<file path="config.mk">
export PLATFORM = sky130hd
export DESIGN_NAME = ysyx_210978_mdu_issue
export DESIGN_NICKNAME = d
export VERILOG_FILES = /design/src/rtl/ysyx_210978_mdu_pkg.sv /design/src/rtl/ysyx_210978_mdu_word_fmt.sv /design/src/rtl/ysyx_210978_mdu_issue.sv
export SDC_FILE = /design/constraint.sdc
export NUM_CORES = 1
export LEC_CHECK = 0
export ABC_CLOCK_PERIOD_IN_PS = 1940
export CAP_MARGIN = 20
export CORE_AREA = 2 2 155 157
export CTS_CLUSTER_DIAMETER = 120
export DETAILED_ROUTE_END_ITERATION = 8
export DIE_AREA = 0 0 157 159
export DONT_BUFFER_PORTS = 1
export GPL_TIMING_DRIVEN = 0
export SETUP_SLACK_MARGIN = 0.1
export SLEW_MARGIN = 5
export SYNTH_ARGS = -nofsm -noshare
export SYNTH_HDL_FRONTEND = slang
export SYNTH_SLANG_ARGS = --single-unit
</file>
<file path="constraint.sdc">
create_clock -name clock -period 1.94 [get_ports clock]
set_input_delay 0.291 -clock clock [delete_from_list [all_inputs] [get_ports clock]]
set_output_delay 0.291 -clock clock [all_outputs]
set_load 0.02 [all_outputs]
</file>
<file path="src/rtl/ysyx_210978_mdu_pkg.sv">
// Shared types for the MDU issue controller: op codes, FSM states and the
// 32-to-64 bit extension helpers used for the RV64 W-variants.
package ysyx_210978_mdu_pkg;

   localparam int XLEN = 64;

   typedef enum logic [2:0] {
      OP_MUL    = 3'd0,
      OP_MULH   = 3'd1,
      OP_MULHU  = 3'd2,
      OP_MULHSU = 3'd3,
      OP_DIV    = 3'd4,
      OP_DIVU   = 3'd5,
      OP_REM    = 3'd6,
      OP_REMU   = 3'd7
   } mdu_op_e;

   typedef enum logic [1:0] {
      ST_IDLE  = 2'd0,
      ST_ISSUE = 2'd1,
      ST_RESP  = 2'd2
   } mdu_state_e;

   function automatic logic [XLEN-1:0] sext32(input logic [XLEN-1:0] v);
      return {{(XLEN-32){v[31]}}, v[31:0]};
   endfunction

   function automatic logic [XLEN-1:0] zext32(input logic [XLEN-1:0] v);
      return {{(XLEN-32){1'b0}}, v[31:0]};
   endfunction

endpackage

</file>
<file path="src/rtl/ysyx_210978_mdu_word_fmt.sv">
// Combinational W-variant formatter: operand extension on the way into the
// MDU and result sign-extension on the way out. Used under YSYX_210978_MDU_WORD_EN.
module ysyx_210978_mdu_word_fmt
   import ysyx_210978_mdu_pkg::*;
(
   input  mdu_op_e          i_op,
   input  logic             i_word,
   input  logic [XLEN-1:0]  i_src1,
   input  logic [XLEN-1:0]  i_src2,
   output logic [XLEN-1:0]  o_src1,
   output logic [XLEN-1:0]  o_src2,
   output logic             o_word_eff,
   input  logic             i_res_word,
   input  logic [XLEN-1:0]  i_result,
   output logic [XLEN-1:0]  o_result
);

   // NOTE: every output gets a default before the case so no latch is inferred.
   always_comb begin
      o_src1     = i_src1;
      o_src2     = i_src2;
      o_word_eff = 1'b0;
      if (i_word) begin
         unique case (i_op)
            OP_MUL, OP_DIV, OP_REM: begin
               o_src1     = sext32(i_src1);
               o_src2     = sext32(i_src2);
               o_word_eff = 1'b1;
            end
            OP_DIVU, OP_REMU: begin
               o_src1     = zext32(i_src1);
               o_src2     = zext32(i_src2);
               o_word_eff = 1'b1;
            end
            // The high-half multiplies have no W form; they stay 64-bit.
            default: ;
         endcase
      end
   end

   assign o_result = i_res_word ? sext32(i_result) : i_result;

endmodule

</file>
<file path="src/rtl/ysyx_210978_mdu_issue.sv">
// Requester-side MDU controller: accepts one M-extension op, drives the MDU
// until it is ready, then holds the result. W-variant formatting under YSYX_210978_MDU_WORD_EN.
module ysyx_210978_mdu_issue
   import ysyx_210978_mdu_pkg::*;
(
   input  logic             clock,
   input  logic             reset,
   input  logic             flush,
   input  logic             in_valid,
   output logic             in_ready,
   input  mdu_op_e          in_op,
   input  logic             in_word,
   input  logic [XLEN-1:0]  in_src1,
   input  logic [XLEN-1:0]  in_src2,
   output logic             out_valid,
   input  logic             out_ready,
   output logic [XLEN-1:0]  out_result,
   output logic             mdu_mul,
   output logic             mdu_mulh,
   output logic             mdu_mulhu,
   output logic             mdu_mulhsu,
   output logic             mdu_div,
   output logic             mdu_divu,
   output logic             mdu_rem,
   output logic             mdu_remu,
   output logic [XLEN-1:0]  mdu_src1,
   output logic [XLEN-1:0]  mdu_src2,
   output logic             mdu_flush,
   input  logic [XLEN-1:0]  mdu_result,
   input  logic             mdu_ready
);

   mdu_state_e       r_state;
   mdu_op_e          r_op;
   logic [XLEN-1:0]  r_src1;
   logic [XLEN-1:0]  r_src2;
   logic [XLEN-1:0]  r_result;

   logic [XLEN-1:0]  w_fmt1;
   logic [XLEN-1:0]  w_fmt2;
   logic [XLEN-1:0]  w_result;
   logic [7:0]       w_sel;

`ifdef YSYX_210978_MDU_WORD_EN
   logic r_word_eff;
   logic w_word_eff;

   ysyx_210978_mdu_word_fmt u_word_fmt (
      .i_op       (in_op),
      .i_word     (in_word),
      .i_src1     (in_src1),
      .i_src2     (in_src2),
      .o_src1     (w_fmt1),
      .o_src2     (w_fmt2),
      .o_word_eff (w_word_eff),
      .i_res_word (r_word_eff),
      .i_result   (mdu_result),
      .o_result   (w_result)
   );

   // The word flag only matters for the result of the op currently issued.
   always_ff @(posedge clock or negedge reset) begin
      if (!reset) begin
         r_word_eff <= 1'b0;
      end else if (!flush && r_state == ST_IDLE && in_valid) begin
         r_word_eff <= w_word_eff;
      end
   end
`else
   logic w_unused_word;

   assign w_unused_word = in_word;
   assign w_fmt1        = in_src1;
   assign w_fmt2        = in_src2;
   assign w_result      = mdu_result;
`endif

   // NOTE: state registers use non-blocking assignments so every flop samples
   // pre-edge values regardless of block ordering.
   always_ff @(posedge clock or negedge reset) begin
      if (!reset) begin
         r_state  <= ST_IDLE;
         r_op     <= OP_MUL;
         r_src1   <= '0;
         r_src2   <= '0;
         r_result <= '0;
      end else if (flush) begin
         // Flush wins over accept, MDU completion and the output handshake.
         r_state  <= ST_IDLE;
         r_result <= '0;
      end else begin
         unique case (r_state)
            ST_IDLE: begin
               if (in_valid) begin
                  r_state <= ST_ISSUE;
                  r_op    <= in_op;
                  r_src1  <= w_fmt1;
                  r_src2  <= w_fmt2;
               end
            end
            ST_ISSUE: begin
               if (mdu_ready) begin
                  r_result <= w_result;
                  r_state  <= ST_RESP;
               end
            end
            ST_RESP: begin
               if (out_ready) begin
                  r_state <= ST_IDLE;
               end
            end
            default: r_state <= ST_IDLE;
         endcase
      end
   end

   assign w_sel = (r_state == ST_ISSUE) ? (8'd1 << r_op) : 8'd0;

   assign mdu_mul    = w_sel[OP_MUL];
   assign mdu_mulh   = w_sel[OP_MULH];
   assign mdu_mulhu  = w_sel[OP_MULHU];
   assign mdu_mulhsu = w_sel[OP_MULHSU];
   assign mdu_div    = w_sel[OP_DIV];
   assign mdu_divu   = w_sel[OP_DIVU];
   assign mdu_rem    = w_sel[OP_REM];
   assign mdu_remu   = w_sel[OP_REMU];

   assign mdu_src1   = r_src1;
   assign mdu_src2   = r_src2;
   assign mdu_flush  = flush;

   assign in_ready   = (r_state == ST_IDLE);
   assign out_valid  = (r_state == ST_RESP);
   assign out_result = r_result;

endmodule

</file>
==> metrics.cfg, run 1 <==
[pwr]
power.static_leakage_nw = 4.595
vdd.ir_drop.worst_uv = 494.2
total_power_density_per_cell_area_mw_per_mm2 = 994.9

[clocking]
clk_pin_slew_ns = 0.08
worst_skew_pair.late_latency_ns = 0.43
cts.sink_count = 197
cts_tree = yes
max-clock-path-buffers = 2
tritoncts.num_buffers = 17
h-tree-depth = 4
cts_root_buffer = sky130_fd_sc_hd__clkbuf_16

[layout]
antennaDiodeCount = 0
stdcell_count = 1104
layout.cells.most_common = sky130_fd_sc_hd__dfrtp_1
mostFrequentLayoutCells = sky130_fd_sc_hd__dfrtp_1, sky130_fd_sc_hd__dlygate4sd3_1, sky130_fd_sc_hd__nand2b_1
syn2layout_area_growth_pct = 34.36
ratio_of_cells_with_drive_above_1_in_the_final_layout_pct = 14.14
nets = 974

[setup_path]
critical_path_class = flip-flop to primary output
critical-path-top-delay-family = simple AND/OR/NAND/NOR gates
end_kind = primary output
cpPeakStageDelay_ns = 0.46
crit_path_top_delay_cell = sky130_fd_sc_hd__dfrtp_2
cp.buffers_inverters = 0
worstPathArrival_ns = 1.57
path_cells = or3b_4, nor3_4
setup.worst_path.start_class = flip-flop
worst-path-max-fanout = 6
cp_data_required_time_ns = 1.65

[detailed_routing]
first_iter_violations = 226
route.detailed.wl_per_inst_um = 20.25
drc_errors = 0
first_pass_iters = 4
drt.antenna.violating_nets = 0
num_vias = 5220
wire_length_after_detailed_routing_um = 22360
post_drt_via_cell_ratio = 4.728

[placed_design]
placed_cells_incl_taps = 899
portBuffers = 0
routabilityCongestion = 0.7777
post-place-ws_ns = -0.1550
dp.final_hpwl_um = 15560

[die]
design.core.area_mm2 = 0.02319
pin_count = 405
die_height_um = 159
initial_utilization_pct = 35.36
die_w_um = 157
die-area_mm2 = 0.02496
std_cell_rows = 56

[timing]
rsz0062_at_grt = yes
final.hold.worst_slack_ns = -0.4530
finish_stage_setup_viols = 0
final_min_period_over_clock_period_pct = 96.11
worst-slew-pin-transition_ns = 0.5129
hold_viol_final = 197
max_clock_freq_mhz = 536.3
final.min_clock_period_ns = 1.865
layout_setup_ws_ns = 0.07538
finalClockSkew_ns = 0.01285
final_max_slew_viol_count = 0
timing.max_slew.rel_slack_pct = 65.81

[synth]
post_synth_main_area_contributors = sky130_fd_sc_hd__dfrtp_1, sky130_fd_sc_hd__mux2_1, sky130_fd_sc_hd__nand2b_1
synth_area_per_cell_um2 = 14.14
synth.cell_area_mm2 = 0.008200
post_synth_num_cell_types = 19
post_synthesis_cells = 580
post-synth-top-area-cell = sky130_fd_sc_hd__dfrtp_1
synth-warning-count = 0
synth.top_cell.area_share_pct = 60.12
yosys_register_bits = 197
syn_nets = 782
synth_seq_area_share_pct = 60.12

[flow_run]
drv_cap = 0

[grt]
globalRouteTotalUtil_pct = 17.67
grt_max_degree = 198
grt_antenna_before_repair = 0
grt_overflow_total = 0
number_of_global_route_vias_before_repair = 5876
grt_first_pass_wirelength_um = 33860

[hold_path]
timing.hold.worst.class = input port to async pin

[run_status]
run_status = finished, violations left
violations_in_the_final_reports = negative hold slack

-- flip-flops by register name (all words and copies together), names as in the netlist --
name / count
out_result: 64
mdu_src1: 64
mdu_src2: 64
r_state: 2
r_op: 3
-- synthesized netlist by cell type (all sizes together) --
library cell	count
dfrtp	197
nand2b	132
mux2	131
mux2i	64
buf	23
clkbuf	15
nor2	7
nor3	2
a211oi	1
and3b	1
nand2	1
nand3b	1
nor2b	1
nor3b	1
nor4b	1
o21ba	1
or3b	1
-- cell families (layout without fill, tap and decap cells) --
group                  count (synthesis)  after routing  share of synthesized area (%)
buffers and inverters                 38            243                          2.548
DFF                                  197            197                          60.12
AOI/OAI and AO/OA                      2              2                         0.2136
muxes                                195            195                          25.80
and+or+nand+nor                      148            148                          11.32
-- what timing repair did --
| action | CTS | global route |
|---|---|---|
| hold buffers | 165 | 3 |
| setup endpoints to repair | 98 | 150 |
| setup buffers | 4 | 1 |
| resized for setup | 13 | 8 |
| pin swaps | 3 | 3 |
| hold endpoints to repair | 362 | 200 |
-- area by class of cell --
type	count	area (um^2)
fillers	1984	12170
repair buffers	173	1719
plain buffers	38	241.5
clock inverters	15	206.4
multi-input cells	345	3095
flip-flops and latches	197	4931
well taps	319	399.1
clock buffers	17	425.4
-- final timing paths --
| kind | start | cells past startpoint | slack (ns) | endpoint |
|---|---|---|---|---|
| setup / recovery | r_state[1] | 2 | 0.08 | mdu_mul |
| setup reg to reg | r_state[1] | 4 | 0.15 | mdu_src1[37] |
| min in group clock | mdu_result[28] | 2 | 0.02 | out_result[28] |
| hold / removal | reset | 0 | -0.45 | mdu_src1[62] |
| hold reg to reg | r_op[2] | 1 | 0.57 | r_op[2] |
| max in group asynchronous | reset | 0 | 2.11 | mdu_src1[12] |
-- metal layers --
metal | track usage, % | wire length [um] | vias up
met5 | 0 | 0 | -
met4 | 6.130 | 431 | 0
met3 | 5.580 | 1818 | 24
met2 | 32.85 | 11940 | 258
met1 | 18.51 | 8163 | 2608
li1 | - | - | 2330
-- per-stage QoR --
| stage | instance area, um^2 | power [W] | utilization, % | hold slack (ns) | TNS [ns] |
|---|---|---|---|---|---|
| floorplan | 8200 | 0.006647 | - | -0.004591 | 0 |
| global placement | 8600 | 0.006961 | 37.08 | 0.0005229 | -6.509 |
| detailed placement | 8600 | 0.007042 | 37.08 | -0.0003389 | -10.21 |
| CTS | 10960 | 0.01105 | 47.25 | -0.4775 | 0 |
| global route | 11020 | 0.01142 | 47.51 | -0.4870 | 0 |
| finish | 11020 | 0.01096 | 47.51 | -0.4530 | 0 |
-- worst reg2reg max path, cell delays in order (launching register included) --
cell and delay [ns]:
sky130_fd_sc_hd__dfrtp_2 0.46, sky130_fd_sc_hd__nor4b_4 0.39, sky130_fd_sc_hd__buf_6 0.23, sky130_fd_sc_hd__buf_4 0.23
sky130_fd_sc_hd__mux2_1 0.36
-- power breakdown --
part           leakage (nW)  switching (W)  internal (W)
registers              2.45        0.00132       0.00473
logic                  1.85       0.000457      0.000765
clock network         0.303        0.00180       0.00189
(Power assumes the default switching activity.)
==> run 2, diff against run 1 <==
- SLEW_MARGIN: 5 -> not set
==> results of run 2 <==
Final layout, timing and power as in run 1 (identical DEF).
